$ cat config.mk
export PLATFORM = sky130hd
export DESIGN_NAME = shift_serializer_flat
export DESIGN_NICKNAME = d
export VERILOG_FILES = /design/src/rtl/shift_serializer_pkg.sv /design/src/rtl/shift_serializer_if.sv /design/src/rtl/shift_serializer_bit_counter.sv /design/src/rtl/shift_serializer.sv /design/src/flat_wrapper.sv
export SDC_FILE = /design/constraint.sdc
export NUM_CORES = 1
export LEC_CHECK = 0
export ABC_AREA = 1
export CAP_MARGIN = 0
export CORE_MARGIN = 2
export CORE_UTILIZATION = 45
export CTS_BUF_LIST = sky130_fd_sc_hd__clkbuf_16
export DETAILED_ROUTE_END_ITERATION = 8
export MAX_ROUTING_LAYER = met4
export PLACE_DENSITY = 0.76
export SYNTH_ARGS = -nofsm -noshare
export SYNTH_HDL_FRONTEND = slang
export SYNTH_HIERARCHICAL = 1
export SYNTH_SLANG_ARGS = --single-unit
$ cat constraint.sdc
create_clock -name clk -period 1.5 [get_ports clk]
set_clock_uncertainty 0.05 [all_clocks]
set_input_delay 0.3 -clock clk [delete_from_list [all_inputs] [get_ports clk]]
set_output_delay 0.3 -clock clk [all_outputs]
set_load 0.02 [all_outputs]
$ cat src/rtl/shift_serializer_pkg.sv
// Shared types for the shift serializer: manual operation codes, FSM states,
// and the width helper used to size the burst bit counter.
package shift_pkg;

  typedef enum logic [2:0] {
    HOLD = 3'd0,
    LOAD = 3'd1,
    SHL  = 3'd2,
    SHR  = 3'd3,
    ROL  = 3'd4,
    ROR  = 3'd5
  } mode_t;

  typedef enum logic {
    IDLE  = 1'b0,
    SHIFT = 1'b1
  } state_t;

  // Counter width able to hold the value WIDTH itself (count after a full burst).
  function automatic int count_width(input int width);
    return $clog2(width + 1);
  endfunction

endpackage

$ cat src/rtl/shift_serializer_if.sv
// Bus bundle between a datapath/link controller (master) and the shift serializer (slave).
interface shift_serializer_if
  import shift_pkg::*;
#(
  parameter int WIDTH = 8
);

  localparam int CW = count_width(WIDTH);

  logic [2:0]       mode;
  logic             start;
  logic             serial_in;
  logic [WIDTH-1:0] parallel_in;
  logic             serial_out;
  logic [WIDTH-1:0] reg_content;
  logic             busy;
  logic             done;
  logic [CW-1:0]    bit_count;

  modport master (
    output mode, start, serial_in, parallel_in,
    input  serial_out, reg_content, busy, done, bit_count
  );

  modport slave (
    input  mode, start, serial_in, parallel_in,
    output serial_out, reg_content, busy, done, bit_count
  );

endinterface

$ cat src/rtl/shift_serializer_bit_counter.sv
// Generic serial bit counter: clear, increment, and a terminal flag raised when
// the count sits at WIDTH-1, so the owner knows the current shift is the last one.
module bit_counter
  import shift_pkg::*;
#(
  parameter  int WIDTH = 8,
  localparam int CW    = count_width(WIDTH)
) (
  input  logic          clk,
  input  logic          reset,
  input  logic          clear,
  input  logic          incr,
  output logic [CW-1:0] count,
  output logic          terminal
);

  localparam logic [CW-1:0] LAST = CW'(WIDTH - 1);

  // Count register: clear wins over increment so a new burst always starts from zero.
  always_ff @(posedge clk) begin
    if (reset) begin
      count <= '0;
    end else if (clear) begin
      count <= '0;
    end else if (incr) begin
      count <= count + CW'(1);
    end
  end

  assign terminal = (count == LAST);

endmodule

$ cat src/rtl/shift_serializer.sv
// Universal shift register with a self-timed full-duplex burst: manual
// hold/load/shift/rotate in IDLE, or a WIDTH-bit serial exchange in SHIFT.
module shift_serializer
  import shift_pkg::*;
#(
  parameter int WIDTH     = 8,
  parameter bit MSB_FIRST = 1'b1
) (
  input logic               clk,
  input logic               reset,
  shift_serializer_if.slave bus
);

  localparam int CW = count_width(WIDTH);

  state_t           state;
  state_t           next_state;
  logic [WIDTH-1:0] data;
  logic [WIDTH-1:0] data_next;
  logic [WIDTH-1:0] burst_shift;
  logic             cnt_clear;
  logic             cnt_incr;
  logic             cnt_terminal;
  logic [CW-1:0]    cnt;
  logic             done_next;
  logic             done_q;

  bit_counter #(
    .WIDTH(WIDTH)
  ) u_counter (
    .clk     (clk),
    .reset   (reset),
    .clear   (cnt_clear),
    .incr    (cnt_incr),
    .count   (cnt),
    .terminal(cnt_terminal)
  );

  // The burst always moves bits toward serial_out and fills from serial_in at the far end.
  assign burst_shift = MSB_FIRST ? {data[WIDTH-2:0], bus.serial_in}
                                 : {bus.serial_in, data[WIDTH-1:1]};

  // State register.
  always_ff @(posedge clk) begin
    if (reset) begin
      state <= IDLE;
    end else begin
      state <= next_state;
    end
  end

  // Next state: a burst starts on start and ends on the shift where the counter is terminal.
  always_comb begin
    next_state = state;
    case (state)
      IDLE:    if (bus.start) next_state = SHIFT;
      SHIFT:   if (cnt_terminal) next_state = IDLE;
      default: next_state = IDLE;
    endcase
  end

  // Datapath and counter control: burst shifting beats start, start beats the manual mode.
  always_comb begin
    data_next = data;
    cnt_clear = 1'b0;
    cnt_incr  = 1'b0;
    done_next = 1'b0;
    if (state == SHIFT) begin
      data_next = burst_shift;
      cnt_incr  = 1'b1;
      done_next = cnt_terminal;
    end else if (bus.start) begin
      data_next = bus.parallel_in;
      cnt_clear = 1'b1;
    end else begin
      case (mode_t'(bus.mode))
        LOAD:    data_next = bus.parallel_in;
        SHL:     data_next = {data[WIDTH-2:0], bus.serial_in};
        SHR:     data_next = {bus.serial_in, data[WIDTH-1:1]};
        ROL:     data_next = {data[WIDTH-2:0], data[WIDTH-1]};
        ROR:     data_next = {data[0], data[WIDTH-1:1]};
        default: data_next = data;
      endcase
    end
  end

  // Shift register storage.
  always_ff @(posedge clk) begin
    if (reset) begin
      data <= '0;
    end else begin
      data <= data_next;
    end
  end

  // Registered one-cycle done pulse following the final burst shift.
  always_ff @(posedge clk) begin
    if (reset) begin
      done_q <= 1'b0;
    end else begin
      done_q <= done_next;
    end
  end

  assign bus.serial_out  = MSB_FIRST ? data[WIDTH-1] : data[0];
  assign bus.reg_content = data;
  assign bus.busy        = (state == SHIFT);
  assign bus.done        = done_q;
  assign bus.bit_count   = cnt;

endmodule

$ cat src/flat_wrapper.sv
// flat-port wrapper written by rule: the top's interface ports become plain ports
module shift_serializer_flat import shift_pkg::*;
#(
  parameter int WIDTH     = 8,
  parameter bit MSB_FIRST = 1'b1
)
  (clk, reset, bus_mode, bus_start, bus_serial_in, bus_parallel_in, bus_serial_out, bus_reg_content, bus_busy, bus_done, bus_bit_count);
  shift_serializer_if #(.WIDTH(WIDTH)) bus_i ();
  input logic clk;
  input logic reset;
  input wire logic [$bits(bus_i.mode)-1:0] bus_mode;
  input wire logic [$bits(bus_i.start)-1:0] bus_start;
  input wire logic [$bits(bus_i.serial_in)-1:0] bus_serial_in;
  input wire logic [$bits(bus_i.parallel_in)-1:0] bus_parallel_in;
  output wire logic [$bits(bus_i.serial_out)-1:0] bus_serial_out;
  output wire logic [$bits(bus_i.reg_content)-1:0] bus_reg_content;
  output wire logic [$bits(bus_i.busy)-1:0] bus_busy;
  output wire logic [$bits(bus_i.done)-1:0] bus_done;
  output wire logic [$bits(bus_i.bit_count)-1:0] bus_bit_count;
  assign bus_i.mode = bus_mode;
  assign bus_i.start = bus_start;
  assign bus_i.serial_in = bus_serial_in;
  assign bus_i.parallel_in = bus_parallel_in;
  assign bus_serial_out = bus_i.serial_out;
  assign bus_reg_content = bus_i.reg_content;
  assign bus_busy = bus_i.busy;
  assign bus_done = bus_i.done;
  assign bus_bit_count = bus_i.bit_count;
  shift_serializer #(.WIDTH(WIDTH), .MSB_FIRST(MSB_FIRST)) u_core (.clk(clk), .reset(reset), .bus(bus_i));
endmodule
# Word level (Yosys, flattened, before mapping)

Cells that the tools add are included.

Bits of input ports: 15
Word-level logic and storage cells: 23
Register bits after elaboration: 14
Output and inout port bits: 15

Bitwise gates (word level): 1
Eq/ne operators: 6
Multiplexer cells: 8
Add/subtract/negate cells: 1
Reduce and logical (&&, ||, !) cells: 3

Operators with widths:

| kind                  | number |
|---|---|
| $pmux W8 S5           | 1 |
| $mux W8               | 2 |
| $reduce_bool A7 Y1    | 1 |
| $eq A3 B2 Y1 const B  | 2 |
| $eq A3 B3 Y1 const B  | 2 |
| $add A4 B1 Y4 const B | 1 |
| $eq A4 B3 Y1 const B  | 1 |
| $mux W1               | 4 |
| $reduce_or A2 Y1      | 2 |
| $eq A3 B1 Y1 const B  | 1 |
| $pmux W1 S2           | 1 |
| $not A1 Y1            | 1 |

# Longest topological paths before layout

Gate-level depths: netlist (run 1).

Word-level depth: 4
Gate-level depth with buffers: 10
Depth with buffers taken out: 10

# By module

The synthesis (run 1) kept the hierarchy.

Modules (own cells, without submodules):

| module           | instances | area each (um^2) | cells each | sequential area each (um^2) |
|---|---|---|---|---|
| shift_serializer | 1         | 745.7            | 125        | 200.2 |
| bit_counter      | 1         | 173.9            | 24         | 80.1 |

# Worst setup path before layout (run 1)

No wires, ideal clock.

Path kind: flip-flop to flip-flop
From: register u_core.state, in the netlist u_core/bus.busy
To: register u_core.u_counter.count[1]
Buffers on the path: 1
Period minus slack after synthesis: 1.432 ns
Path slack: 0.068 ns
Cell stages (with the launch flop): 6
Arrival time: 1.312 ns
Setup time: 0.070 ns
Data required time: 1.380 ns
Cells stage by stage: dfxtp_1 > clkbuf_1 > nor2_1 > nor2_1 > o21ai_0 > a21oi_1

Longest elaborated chain between the ends: 2
Elaborated cells between the ends (all ways): 3
Classes of those cells: 2 x mux; 1 x reduce/logical

RTL lines:

| item                              | line                               | RTL |
|---|---|---|
| start, declared                   | shift_serializer.sv:16             | `state_t state;` |
| start signal, assigned            | shift_serializer.sv:48             | `state <= next_state;` |
| $mux W1                           | shift_serializer.sv:68             | `if (state == SHIFT) begin` |
| net u_core.cnt_clear              | shift_serializer.sv:21             | `logic cnt_clear;` |
| $reduce_or A2 Y1 (no source line) | n/a                                |  |
| end signal, assigned              | shift_serializer_bit_counter.sv:26 | `count <= count + CW'(1);` |
| end, declared                     | shift_serializer_bit_counter.sv:13 | `output logic [CW-1:0] count,` |

The timed path passes the listed nets, and every way through them passes these cells.
A chain may end at the register's enable or synchronous reset.

# Worst setup path in the final report (run 1)

From: input port bus_mode[0]
To: register u_core.data[1], in the netlist u_core/bus.reg_content[1]

Longest elaborated chain between the ends: 4
Elaborated cells between the ends (all ways): 9
Classes of those cells: 5 x eq/ne; 3 x mux; 1 x reduce/logical

RTL lines:

| item                                       | line                   | RTL |
|---|---|---|
| start, declared                            | flat_wrapper.sv:11     | `input wire logic [$bits(bus_i.mode)-1:0] bus_mode;` |
| $eq A3 B3 Y1, or another cell as far along | shift_serializer.sv:76 | `case (mode_t'(bus.mode))` |
| $pmux W8 S5                                | shift_serializer.sv:76 |  |
| $mux W8                                    | shift_serializer.sv:72 | `end else if (bus.start) begin` |
| $mux W8                                    | shift_serializer.sv:68 |  |
| end signal, assigned                       | shift_serializer.sv:92 | `data <= data_next;` |
| end, declared                              | shift_serializer.sv:18 | `logic [WIDTH-1:0] data;` |

Several ways; a longest one is shown, not always the timed one.

==> metrics.cfg, run 1 <==
[outcome]
status=completed

[layout]
regArea_um2=280
nNetsFinal=213
final_cells=223
area_growth_pct=55.0
multi_input_area_um2=563
num-fill-cells=190
drive_above_1_share=0.199
diodes=0

[global_routing]
grt_pass1_vias=1095
grt_usage=0.251
grt_max_degree=13
grt_first_pass_wirelength_mm=4.64
overflow=0
antenna_found_initial=0

[timing]
tightest_slew_ns=0.262
min_period_ns=1.39
slew_headroom=0.825
fmax_mhz=720
timing.final.crit_share=0.925
final_critical_path_setup_slack_ns=0.112
finalSetupViolCount=0
rsz0062_at_grt=false
hold_viol_final=0
final_max_slew_viol_count=0

[clock_tree]
cts_setup_buffers=0
clock-sinks=14
cts-buffers-inserted=3
clk_latency_ns=0.24
ctsHoldBuffers=0
cts.path.max_buffers=2
cts_htree_levels=1
root_buffer=clkbuf_16
cts_tree=yes
clk_pin_slew_ns=0.05

[critical_path]
critPathBufInv=3
r2r_start=u_core/bus.busy
reg2regPathDepth=8
r2r_end=u_core/bus.reg_content[1]
reg2reg_slack_ns=0.17
path_max_fanout=10
path_cells=clkdlybuf4s50_1 > inv_2 > nor2_2 > nor2_4 > buf_12 > nor2_1 > nand2_1 > a21oi_1
max_stage_delay_ns=0.50
path_delay_family=buffers and inverters
crit_arrival_ns=1.51
cp-end-kind=register
cpMaxStageDelayCell=clkdlybuf4s50_1
worstSetupStartpointType=input port
path_class=in -> reg
required_ns=1.62

[placed_design]
portBuffers=29
post-place-ws_ns=-0.337
placed_cells=219
globalplace.congestion=0.888
dp_hpwl_mm=2.10

[power]
p_per_area_mw_per_mm2=898
total_power_mw=1.28
total_leakage_power_nw=0.727
ir_worst_vdd_mv=0.561

[yosys]
synth.top_cell.area_share=0.305
async_flop_share=0
synth.most_common_cell=nand2_1
avgSynthCellArea_um2=6.17
synth_largest_area_cell=dfxtp_1
synth_edf_count=0
mappedNetlistNets=165
ys.warnings.count=6
synth-seq-area-share=0.305
syn_inst=149
synth_cell_types=20
synth_seq_cells=14
synth_common_cells=48 x nand2_1, 21 x nor2_1, 18 x a21oi_1
synth-main-ff-cell=dfxtp_1
synthTopCellsByArea=dfxtp_1 30%, nand2_1 20%, a21oi_1 9.8%, nor2_1 8.6%, nand3_1 4.4%
syn_area_um2=920

[die]
die-area_mm2=0.00242
num_io_pins=30
die_h_um=49.2
rows=16
core_mm2=0.00194
dieWidth_um=49.2
initial_core_util=0.474

[job]
drv_cap=0

[route]
wire_per_inst_um=13.0
drt-initial-drc-count=30
totalWireLength_mm=2.90
via_per_inst=5.26
vias=1173
drc=0
ant_nets=0
first_pass_iters=5

[hold_path]
hold_class=reg -> reg
whs_path_depth=1
hold_start=u_core/u_counter/count[0]
hold_end=u_core/u_counter/count[0]

through the flow:
stage | hold slack [ns] | instance area [um^2] | utilization | setup TNS (ns)
2_1_floorplan | 0.319 | 920 | - | 0
3_3_place_gp | 0.419 | 1350 | 0.697 | -2.08
3_5_place_dp | 0.439 | 1350 | 0.697 | -2.48
4_1_cts | 0.442 | 1420 | 0.731 | 0
5_1_grt | 0.498 | 1430 | 0.734 | 0
6_report | 0.445 | 1430 | 0.734 | 0
worst register-to-register path, stage by stage (launching register included):
cell and delay [ns]:
dfxtp_1 0.31, buf_4 0.16, nor2_1 0.15, nand2_2 0.09, nor2_4 0.14, buf_12 0.14, nor2_1 0.05, nand2_1 0.07
a21oi_1 0.06
state kept, by name, indices dropped and copies added (netlist names):
signal                  flops
u_core/u_counter/count      4
u_core/bus.done             1
u_core/bus.busy             1
u_core/bus.reg_content      8
cell type report:
cell class	count	share of cell area
clock buffer	3	0.0527
clock inverter	1	0.00263
inverter	11	0.0290
multi-input combinational	119	0.395
sequential	14	0.197
tap	27	0.0237
timing repair buffer	48	0.300
kinds of logic after synthesis:
group	after synthesis	synth area share
buffers and inverters	16	0.0939
AND/OR/NAND/NOR	95	0.463
AO/OA/AOI/OAI	23	0.125
adder cells (fa/ha/maj)	1	0.0136
flip-flops	14	0.305
worst max-delay path by stage:
stage,startpoint,to,slack (ns),depth (start not counted)
finish,bus_mode[0],u_core/bus.reg_content[1],0.11,8
global route,bus_start,u_core/bus.reg_content[6],0.02,9
CTS,bus_mode[2],u_core/bus.reg_content[5],0.01,10
detailed placement,bus_mode[1],u_core/bus.reg_content[4],-0.34,9
global placement,bus_mode[1],u_core/bus.reg_content[4],-0.29,9
floorplan,u_core/bus.busy,u_core/u_counter/count[1],0.07,5
timing repair:
item                       CTS  global route
gates cloned                 0             0
pin swaps                    0             0
hold endpoints to repair     0             0
setup endpoints to repair   22             8
resized for setup           18             2
layout by cell type (no fill, tap or decap), types with 4 or more instances in the layout:
cell type	n
nor2_2	5
o21ai_0	4
a21oi_1	18
buf_4	18
clkdlybuf4s50_1	12
nand4_1	6
inv_1	7
dfxtp_1	14
inv_2	4
dlygate4sd2_1	16
nor2_1	20
nand3_1	8
nand2_1	48
metal layers:
| metal | global-route usage | share of wire | vias to the layer above |
|---|---|---|---|
| met5 | - | 0 | - |
| met4 | 0.110 | 0.016 | 0 |
| met3 | 0.0399 | 0.077 | 8 |
| met2 | 0.421 | 0.47 | 60 |
| met1 | 0.296 | 0.43 | 530 |
| li1 | - | - | 575 |
power by group:
group          switching [mW]  total (mW)  leakage, nW  internal [mW]
logic                   0.202       0.363        0.573          0.162
registers              0.0181       0.418        0.115          0.400
clock network           0.147       0.499       0.0385          0.352
total                   0.367        1.28        0.727          0.913
No activity file was read; power rests on OpenSTA's default activity.
==> run 2, diff against run 1 <==
--- a/config.mk
+++ b/config.mk
@@ -6,7 +6,7 @@
 export NUM_CORES = 1
 export LEC_CHECK = 0
 export ABC_AREA = 1
-export CAP_MARGIN = 0
+export CAP_MARGIN = 20
 export CORE_MARGIN = 2
 export CORE_UTILIZATION = 45
 export CTS_BUF_LIST = sky130_fd_sc_hd__clkbuf_16
==> results of run 2 <==
Same layout as run 1: the final DEF is identical, and so are final timing and power.
==> run 3, diff against run 2 <==
--- a/config.mk
+++ b/config.mk
@@ -11,7 +11,6 @@
 export CORE_UTILIZATION = 45
 export CTS_BUF_LIST = sky130_fd_sc_hd__clkbuf_16
 export DETAILED_ROUTE_END_ITERATION = 8
-export MAX_ROUTING_LAYER = met4
 export PLACE_DENSITY = 0.76
 export SYNTH_ARGS = -nofsm -noshare
 export SYNTH_HDL_FRONTEND = slang
==> run 3 against run 2 <==
Net effect: critical path depth stayed put; hold slack better by 0.00072 ns; clock-buffer cell count stayed put; power is 1.0% lower; register-to-register slack hardly changed; sequential power hardly changed; die area stayed put; highest routed layer unchanged.
==> metrics.cfg, run 3 (same netlist as run 1, synthesis figures left out) <==
[outcome]
status=completed

[job]
drv_cap=0  ; unchanged

[layout]
diodes=0  ; unchanged
num-fill-cells=176  ; -7.4%
drive_above_1_share=0.210  ; +0.0113
nNetsFinal=213  ; unchanged
final_cell_mix=48 x nand2_1, 19 x nor2_1, 18 x a21oi_1, 18 x buf_4, 17 x dlygate4sd2_1
area_growth_pct=54.4
final_cells=222  ; -0.45%
largest_reg_flops=8  ; unchanged
final_common_cell=nand2_1

[timing]
slew_headroom=0.824  ; -0.000905
rsz0062_at_grt=false
min_period_ns=1.41  ; +0.0217 ns
hold_viol_final=0  ; unchanged
finalSetupViolCount=0  ; unchanged
hold_ws_ns=0.446  ; +0.000717 ns
final_critical_path_setup_slack_ns=0.0902  ; -0.0217 ns
fmax_mhz=709  ; -1.5%
timing.final.crit_share=0.940  ; +0.0145
fin_setup_tns_ns=0  ; unchanged
final_max_slew_viol_count=0  ; unchanged
tightest_slew_ns=0.263  ; +0.00136 ns

[die]
rows=16  ; unchanged
initial_core_util=0.474  ; unchanged
core_mm2=0.00194  ; unchanged
die_h_um=49.2  ; unchanged
die-area_mm2=0.00242  ; unchanged
dieWidth_um=49.2  ; unchanged
num_io_pins=30  ; unchanged

[route]
drc=0  ; unchanged
ant_nets=0  ; unchanged
wire_per_inst_um=11.5  ; -12%
first_pass_iters=4  ; -1
totalWireLength_mm=2.55  ; -12%
vias=1098  ; -6.4%
via_per_inst=4.95  ; -6.0%
drt-initial-drc-count=22  ; -27%

[global_routing]
overflow=0  ; unchanged
grt_usage=0.222  ; -0.0293
grt_first_pass_wirelength_mm=4.17  ; -10%
grt_max_degree=12  ; -1
grt_pass1_vias=959  ; -12%
antenna_found_initial=0  ; unchanged

[placed_design]
post-place-ws_ns=-0.360  ; -0.0228 ns
dp_hpwl_mm=1.90  ; -9.8%
globalplace.congestion=0.865  ; -2.6%
portBuffers=29  ; unchanged
placed_cells=219  ; unchanged

[clock_tree]
cts_tree=yes
cts_setup_buffers=0  ; unchanged
cts.path.max_buffers=2  ; unchanged
cts_htree_levels=1  ; unchanged
clk_latency_ns=0.24  ; about the same
root_buffer=clkbuf_16
clock-sinks=14  ; unchanged
cts-buffers-inserted=3  ; unchanged
clk_pin_slew_ns=0.04  ; about the same

[critical_path]
max_stage_delay_ns=0.50  ; about the same
path_class=in -> reg
crit_arrival_ns=1.54  ; +0.03 ns
cpMaxStageDelayCell=clkdlybuf4s50_1
path_cells=clkdlybuf4s50_1 > inv_2 > nor2_1 > nor2_4 > buf_4 > nor2_1 > nand2_1 > a21oi_1
cp-end-kind=register
cp_common_cell=nor2_1
path_max_fanout=4  ; -6
worstSetupStartpointType=input port
required_ns=1.63  ; about the same

[power]
p_per_area_mw_per_mm2=892  ; -0.66%
total_leakage_power_nw=0.717  ; -1.4%
ir_worst_vdd_mv=0.938  ; +67%

[hold_path]
hold_class=reg -> reg

run 3: cell types whose count changed in the layout (fill, tap and decap cells not counted):
cell,before,now
nor2_2,5,6
nor2_1,20,19
inv_1,7,6
clkinv_1,1,0
dlymetal6s2s_1,1,0
inv_2,4,5
dlygate4sd2_1,16,17
run 3: metrics by stage:
stage | util | instance area, um^2 | total power [mW]
after detailed placement | 0.697 | 1350 | 0.791
after global routing | 0.731 | 1420 | 1.33
final | 0.731 | 1420 | 1.27
after global placement | 0.697 | 1350 | 0.786
after CTS | 0.729 | 1420 | 1.28
after floorplan | - | 920 | 0.620
run 3: what timing repair did:
| item | CTS | global route |
|---|---|---|
| hold buffers | 0 | 0 |
| resized for setup | 20 | 2 |
| pin swaps | 1 | 1 |
| endpoints found under the setup margin | 23 | 4 |
run 3: report_power, final:
group / internal [mW] / switching (mW) / total [mW]
combinational: 0.160 / 0.190 / 0.350
sequential: 0.400 / 0.0213 / 0.421
clock: 0.348 / 0.148 / 0.496
total: 0.908 / 0.359 / 1.27
run 3: cell type report:
cell class / count / area (um^2) / share of cell area
repair buffers: 48 / 424 / 0.299
multi-input cells: 119 / 566 / 0.398
clock buffers: 3 / 75.1 / 0.0529
well taps: 27 / 33.8 / 0.0238
inverters: 11 / 41.3 / 0.0291
flip-flops and latches: 14 / 280 / 0.197
run 3: path summary, 6_finish.rpt:
| path | from | to | slack, ns | depth (start not counted) |
|---|---|---|---|---|
| hold reg to reg | u_core/u_counter/count[0] | u_core/u_counter/count[0] | 0.45 | 1 |
| setup reg to reg | u_core/bus.busy | u_core/bus.reg_content[0] | 0.18 | 5 |
| setup / recovery | bus_mode[0] | u_core/bus.reg_content[2] | 0.09 | 8 |
| hold / removal | u_core/u_counter/count[0] | u_core/u_counter/count[0] | 0.45 | 1 |
run 3: metal layers:
| metal | wire length, um | global-route usage |
|---|---|---|
| met5 | 0 | 0 |
| met4 | 29 | 0.110 |
| met3 | 155 | 0.0491 |
| met2 | 1140 | 0.329 |
| met1 | 1220 | 0.302 |
run 3: worst max-delay path: cells and delay by family:
kind / cells / cell delay (ns)
buf+inv: 3 / 0.70
simple gates: 4 / 0.43
compound gates: 1 / 0.11
